<file path="config.mk">
export PLATFORM = sky130hd
export DESIGN_NAME = draw_arbiter
export DESIGN_NICKNAME = d
export VERILOG_FILES = /design/src/rtl/draw_arbiter_pkg.sv /design/src/rtl/draw_arbiter_rr_select.sv /design/src/rtl/draw_arbiter.sv
export SDC_FILE = /design/constraint.sdc
export NUM_CORES = 1
export LEC_CHECK = 0
export ABC_AREA = 0
export CORE_ASPECT_RATIO = 0.75
export CORE_MARGIN = 2
export CORE_UTILIZATION = 40
export DETAILED_ROUTE_END_ITERATION = 10
export PLACE_DENSITY_LB_ADDON = 0.2
export SLEW_MARGIN = 10
export SYNTH_ARGS = -nofsm -noshare
export SYNTH_HDL_FRONTEND = slang
export SYNTH_SLANG_ARGS = --single-unit
</file>
<file path="constraint.sdc">
create_clock -name clk -period 2.1 [get_ports clk]
set_input_delay 0.315 -clock clk [delete_from_list [all_inputs] [get_ports clk]]
set_output_delay 0.315 -clock clk [all_outputs]
set_load 0.03 [all_outputs]
</file>
<file path="src/rtl/draw_arbiter_pkg.sv">
// draw_arbiter_pkg
// Shared definitions for the draw engine arbiter: coordinate widths,
// requester index assignments, timeout counter width and FSM state encoding.
package draw_arbiter_pkg;

    localparam int X_W   = 9;
    localparam int Y_W   = 8;

    localparam int REQ_RELEASE = 0;
    localparam int REQ_PULL    = 1;
    localparam int REQ_LINE    = 2;
    localparam int REQ_OBJ     = 3;

    // Wide enough for the largest supported timeout (8191).
    localparam int CNT_W = 13;

    typedef enum logic [1:0] {
        ST_IDLE = 2'd0,
        ST_LOAD = 2'd1,
        ST_BUSY = 2'd2,
        ST_DONE = 2'd3
    } state_t;

endpackage

</file>
<file path="src/rtl/draw_arbiter_rr_select.sv">
// rr_select
// Combinational round-robin selector. Finds the first set bit of req,
// searching upward from last+1 and wrapping modulo N_REQ.
// Ports:
//   req   in  N_REQ  request vector
//   last  in  IDX_W  index of the most recently serviced requester
//   valid out 1      any request present
//   idx   out IDX_W  winning requester index (0 when valid is low)
module rr_select #(
    parameter int N_REQ = 4,
    parameter int IDX_W = 2
) (
    input  logic [N_REQ-1:0] req,
    input  logic [IDX_W-1:0] last,
    output logic             valid,
    output logic [IDX_W-1:0] idx
);

    logic [2*N_REQ-1:0] req_dbl;
    logic [N_REQ-1:0]   rot;

    // Rotate so that bit 0 of rot corresponds to requester last+1; the
    // lowest set bit of rot is then the winner, offset back by last+1.
    always_comb begin
        req_dbl = {req, req};
        rot     = N_REQ'(req_dbl >> (int'(last) + 1));
        valid   = |req;
        idx     = '0;
        for (int i = N_REQ - 1; i >= 0; i--) begin
            if (rot[i]) begin
                idx = IDX_W'((int'(last) + 1 + i) % N_REQ);
            end
        end
    end

endmodule

</file>
<file path="src/rtl/draw_arbiter.sv">
// draw_arbiter
// Round-robin arbiter sharing one draw engine among N_REQ control FSMs
// (0 release hook, 1 pull-back hook, 2 black line, 3 object renderer).
// The winner's coordinates and erase flag are latched at grant time and
// held until the service ends, so requesters may change them freely.
// Ports:
//   clk, reset        clock, asynchronous active-high reset
//   req               level requests, held until the matching done bit
//   req_erase/x/y     per-requester draw parameters (packed)
//   grant             one-hot, LOAD through DONE
//   done              one-cycle completion pulse to the serviced requester
//   busy              high outside IDLE
//   timeout_err       one-cycle pulse with done when the service was aborted
//   draw_start        engine start, high for the whole of BUSY
//   draw_erase/x/y    latched parameters presented to the engine
//   draw_object_done  engine completion, only looked at in BUSY
//
// state | meaning
// IDLE  | waiting for any request; winner latched on exit
// LOAD  | grant and coordinates presented, engine not yet started
// BUSY  | engine running; leaves on engine done or timeout
// DONE  | done (and timeout_err if aborted) pulse; last winner recorded
module draw_arbiter
    import draw_arbiter_pkg::*;
#(
    parameter int N_REQ          = 4,
    parameter int TIMEOUT_CYCLES = 4096
) (
    input  logic                 clk,
    input  logic                 reset,
    input  logic [N_REQ-1:0]     req,
    input  logic [N_REQ-1:0]     req_erase,
    input  logic [X_W*N_REQ-1:0] req_x,
    input  logic [Y_W*N_REQ-1:0] req_y,
    output logic [N_REQ-1:0]     grant,
    output logic [N_REQ-1:0]     done,
    output logic                 busy,
    output logic                 timeout_err,
    output logic                 draw_start,
    output logic                 draw_erase,
    output logic [X_W-1:0]       draw_x,
    output logic [Y_W-1:0]       draw_y,
    input  logic                 draw_object_done
);

    localparam int IDX_W = (N_REQ > 1) ? $clog2(N_REQ) : 1;

    state_t             state;
    logic [IDX_W-1:0]   idx_q;
    logic [IDX_W-1:0]   last_q;
    logic [IDX_W-1:0]   sel_idx;
    logic               sel_valid;
    logic [CNT_W-1:0]   tmo_cnt;
    logic [X_W-1:0]     x_arr [N_REQ];
    logic [Y_W-1:0]     y_arr [N_REQ];

    always_comb begin
        for (int i = 0; i < N_REQ; i++) begin
            x_arr[i] = req_x[i*X_W +: X_W];
            y_arr[i] = req_y[i*Y_W +: Y_W];
        end
    end

    rr_select #(
        .N_REQ (N_REQ),
        .IDX_W (IDX_W)
    ) u_rr_select (
        .req   (req),
        .last  (last_q),
        .valid (sel_valid),
        .idx   (sel_idx)
    );

    // Timeout is a down-counter loaded in LOAD; reaching zero in BUSY means
    // TIMEOUT_CYCLES BUSY cycles have elapsed. Engine done wins a tie.
    always_ff @(posedge clk or posedge reset) begin
        if (reset) begin
            state       <= ST_IDLE;
            idx_q       <= '0;
            last_q      <= IDX_W'(N_REQ - 1);
            tmo_cnt     <= '0;
            grant       <= '0;
            done        <= '0;
            busy        <= 1'b0;
            timeout_err <= 1'b0;
            draw_start  <= 1'b0;
            draw_erase  <= 1'b0;
            draw_x      <= '0;
            draw_y      <= '0;
        end else begin
            case (state)
                ST_IDLE: begin
                    if (sel_valid) begin
                        state      <= ST_LOAD;
                        idx_q      <= sel_idx;
                        grant      <= N_REQ'(1) << sel_idx;
                        busy       <= 1'b1;
                        draw_erase <= req_erase[sel_idx];
                        draw_x     <= x_arr[sel_idx];
                        draw_y     <= y_arr[sel_idx];
                    end
                end
                ST_LOAD: begin
                    state      <= ST_BUSY;
                    draw_start <= 1'b1;
                    tmo_cnt    <= CNT_W'(TIMEOUT_CYCLES - 1);
                end
                ST_BUSY: begin
                    if (draw_object_done) begin
                        state      <= ST_DONE;
                        draw_start <= 1'b0;
                        done       <= grant;
                    end else if (tmo_cnt == '0) begin
                        state       <= ST_DONE;
                        draw_start  <= 1'b0;
                        done        <= grant;
                        timeout_err <= 1'b1;
                    end else begin
                        tmo_cnt <= tmo_cnt - 1'b1;
                    end
                end
                ST_DONE: begin
                    state       <= ST_IDLE;
                    last_q      <= idx_q;
                    grant       <= '0;
                    done        <= '0;
                    busy        <= 1'b0;
                    timeout_err <= 1'b0;
                    draw_erase  <= 1'b0;
                    draw_x      <= '0;
                    draw_y      <= '0;
                end
                default: state <= ST_IDLE;
            endcase
        end
    end

endmodule

</file>
==> out/metrics.yaml <==
tightest_slew_ns: 0.477
initial_core_util_pct: 42.1
hold_path.class: "in2async"
setup_viol: 0
die_h_um: 75.2
synth.largest_area_cell: "dfrtp_1"
drc: 0
cp_max_fo: 37
antenna_found_initial: 0
cts_tree: "built"
synth_cell_types: 42
synth_mux_area_share_pct: 15.3
syn_inst: 264
io_buffers: 107
synth.avg_cell_area_sq_um: 10.2
syn_to_final_growth_pct: 49.5
fp.coreArea_sq_um: 6410
yosysWarnings: 0
finalMaxSlewViolations: 0
finalClockSkew_ns: 0.0133
synthesis.nets: 349
vias: 2424
synth-seq-cells: 48
synth_compound_area_share_pct: 13.3
grt_pass1_wl_mm: 11.5
synthArstFlopShare_pct: 100
synth_edf_count: 0
critPathArrivalTime_ns: 2.05
p_total_mw: 4.63
period_needed_ns: 1.89
hold_viol: 0
synth_top_family_by_area: "simple AND/OR/NAND/NOR gates"
synth_top_area_share_pct: 42.6
place.gp.congestion: 0.813
p_leak_nw: 1.72
track_usage_pct: 19.5
routed_wl_mm: 7.19
clk_pin_slew_ns: 0.09
root_buffer: "clkbuf_8"
worst_setup_path_start_kind: "input pin"
clock_latency_ns: 0.30
whs_ns: 0.377
synth-xor-area-share_pct: 2.92
crit_path_end_kind: "flop"
dr.pass1.iters: 4
clk_path_buf_depth: 2
ioPinCount: 108
postLayoutCoreUtil_pct: 63.0
ir_drop_v: 0.000607
nFillCells: 547
synth_adder_area_share_pct: 2.78
drive_above_1_share_pct: 9.45
grt_max_degree: 49
first_iter_violations: 87
syn_area_sq_um: 2700
grt_pass1_vias: 2430
outcome: "complete, no violations"
critPathKind: "in2reg"
die_area_sq_um: 7430
worstPathRequired_ns: 2.26
routedWlPerCell_um: 15.6
nets: 465
ys_seq_area_share_pct: 44.6
fmax_mhz: 530
mostFrequentLayoutCell: "clkdlybuf4s50_1"
powerDensity_nw_per_um2: 1150
placementRows: 25
htreeDepth: 2
die_w_um: 98.9
ys.flop_type: "dfrtp_1"
mostFrequentLayoutCells: "clkdlybuf4s50_1 (107), dfrtp_1 (46), nand2_1 (44)"
hpwl_mm: 5.63
vias_per_cell: 5.25
clock_sinks: 48
cts_buffers: 5
overflow: 0
antenna_left: 0
diodes: 0
max-slew-margin-rel_pct: 68.0
period_share_pct: 89.9
cap_violations: 0
yosys.area_share.simple_pct: 16.4
synth_area_leaders: "dfrtp_1 (43%), mux2i_1 (14%), nand2_1 (6.3%)"
rsz0062_at_grt: "false"
## synth_stat cells, types with 2 or more instances
master	number
dfrtp_1	46
nand2_1	45
mux2i_1	39
o221ai_1	18
nor2_1	10
o21ai_1	10
inv_1	9
xor2_1	8
a21oi_1	6
ha_1	6
clkbuf_1	5
nand2b_1	5
nor3_1	5
a2bb2oi_1	4
buf_2	4
nand3_1	4
nand4_1	3
nor2b_1	3
nor4_1	3
a31oi_1	2
buf_4	2
buf_6	2
dfstp_2	2
mux2_2	2
nand4b_1	2
o211ai_1	2
o21ai_0	2
## critical path: stages
cell and delay, ns:
clkdlybuf4s50_1 0.53, nor2b_1 0.22, a21oi_1 0.09, o221ai_4 0.20, buf_12 0.27, mux2i_1 0.27, o221ai_1 0.15
## cells by family (layout without fill, tap and decap cells)
group / count (synthesis) / in the layout
simple gates: 87 / 87
compound gates: 49 / 49
flops: 48 / 48
mux: 41 / 41
buf+inv: 24 / 141
xor+xnor: 9 / 9
fa+ha+maj: 6 / 6
## cell type report
class                           instances  area, sq um  share of cell area, %
Multi-Input combinational cell        192         1390                   34.3
Timing Repair Buffer                  123         1230                   30.4
Sequential cell                        48         1200                   29.8
Tap cell                               81          101                   2.51
Clock buffer                            7         76.3                   1.89
Inverter                               10         37.5                  0.929
Clock inverter                          1         5.00                  0.124
## where the power goes
part | switching, mW | leakage (nW) | internal (mW) | total (mW)
logic | 1.43 | 1.11 | 1.22 | 2.65
registers | 0.222 | 0.570 | 1.23 | 1.46
clock network | 0.295 | 0.0422 | 0.234 | 0.529
total | 1.94 | 1.72 | 2.69 | 4.63
## worst paths after layout
check	from	end	slack, ns	cells past startpoint
worst min register to register	busy	busy	0.49	1
min in group clk	busy	busy	0.49	1
worst max register to register	tmo_cnt[0]	state[1]	0.22	7
max in group asynchronous	reset	last_q[1]	1.45	3
worst max-delay path	req[3]	draw_x[2]	0.21	7
worst min-delay path	reset	draw_y[1]	0.38	3
## timing repair
action / in CTS / in global routing
hold buffers: 0 / 0
resized for setup: 0 / 1
setup buffers: 0 / 0
setup endpoints to repair: 0 / 1
## flip-flops by register name, indices dropped and copies added, names as in the netlist
signal       flops
busy             1
draw_start       1
done             4
draw_x           9
draw_y           8
idx_q            2
state            2
timeout_err      1
draw_erase       1
tmo_cnt         13
last_q           2
grant            4
## layer usage
metal,up-vias,routed length [um],track usage (%)
met4,0,52,4.41
met1,1150,3240,27.0
met3,4,557,6.13
li1,1183,-,-
met2,87,3330,30.3
met5,-,0,0
## metrics by stage
| step | instances | TNS [ns] | setup slack (ns) | cell area [sq um] |
|---|---|---|---|---|
| after global placement | 454 | -0.00312 | -0.00312 | 3960 |
| after floorplan | 264 | 0 | 0.381 | 2700 |
| final | 462 | 0 | 0.212 | 4040 |
| after detailed placement | 454 | -0.978 | -0.124 | 3960 |
| after CTS | 462 | 0 | 0.174 | 4040 |
| after global routing | 462 | 0 | 0.0683 | 4040 |
Note: power is estimated with default switching activity, not from simulation.
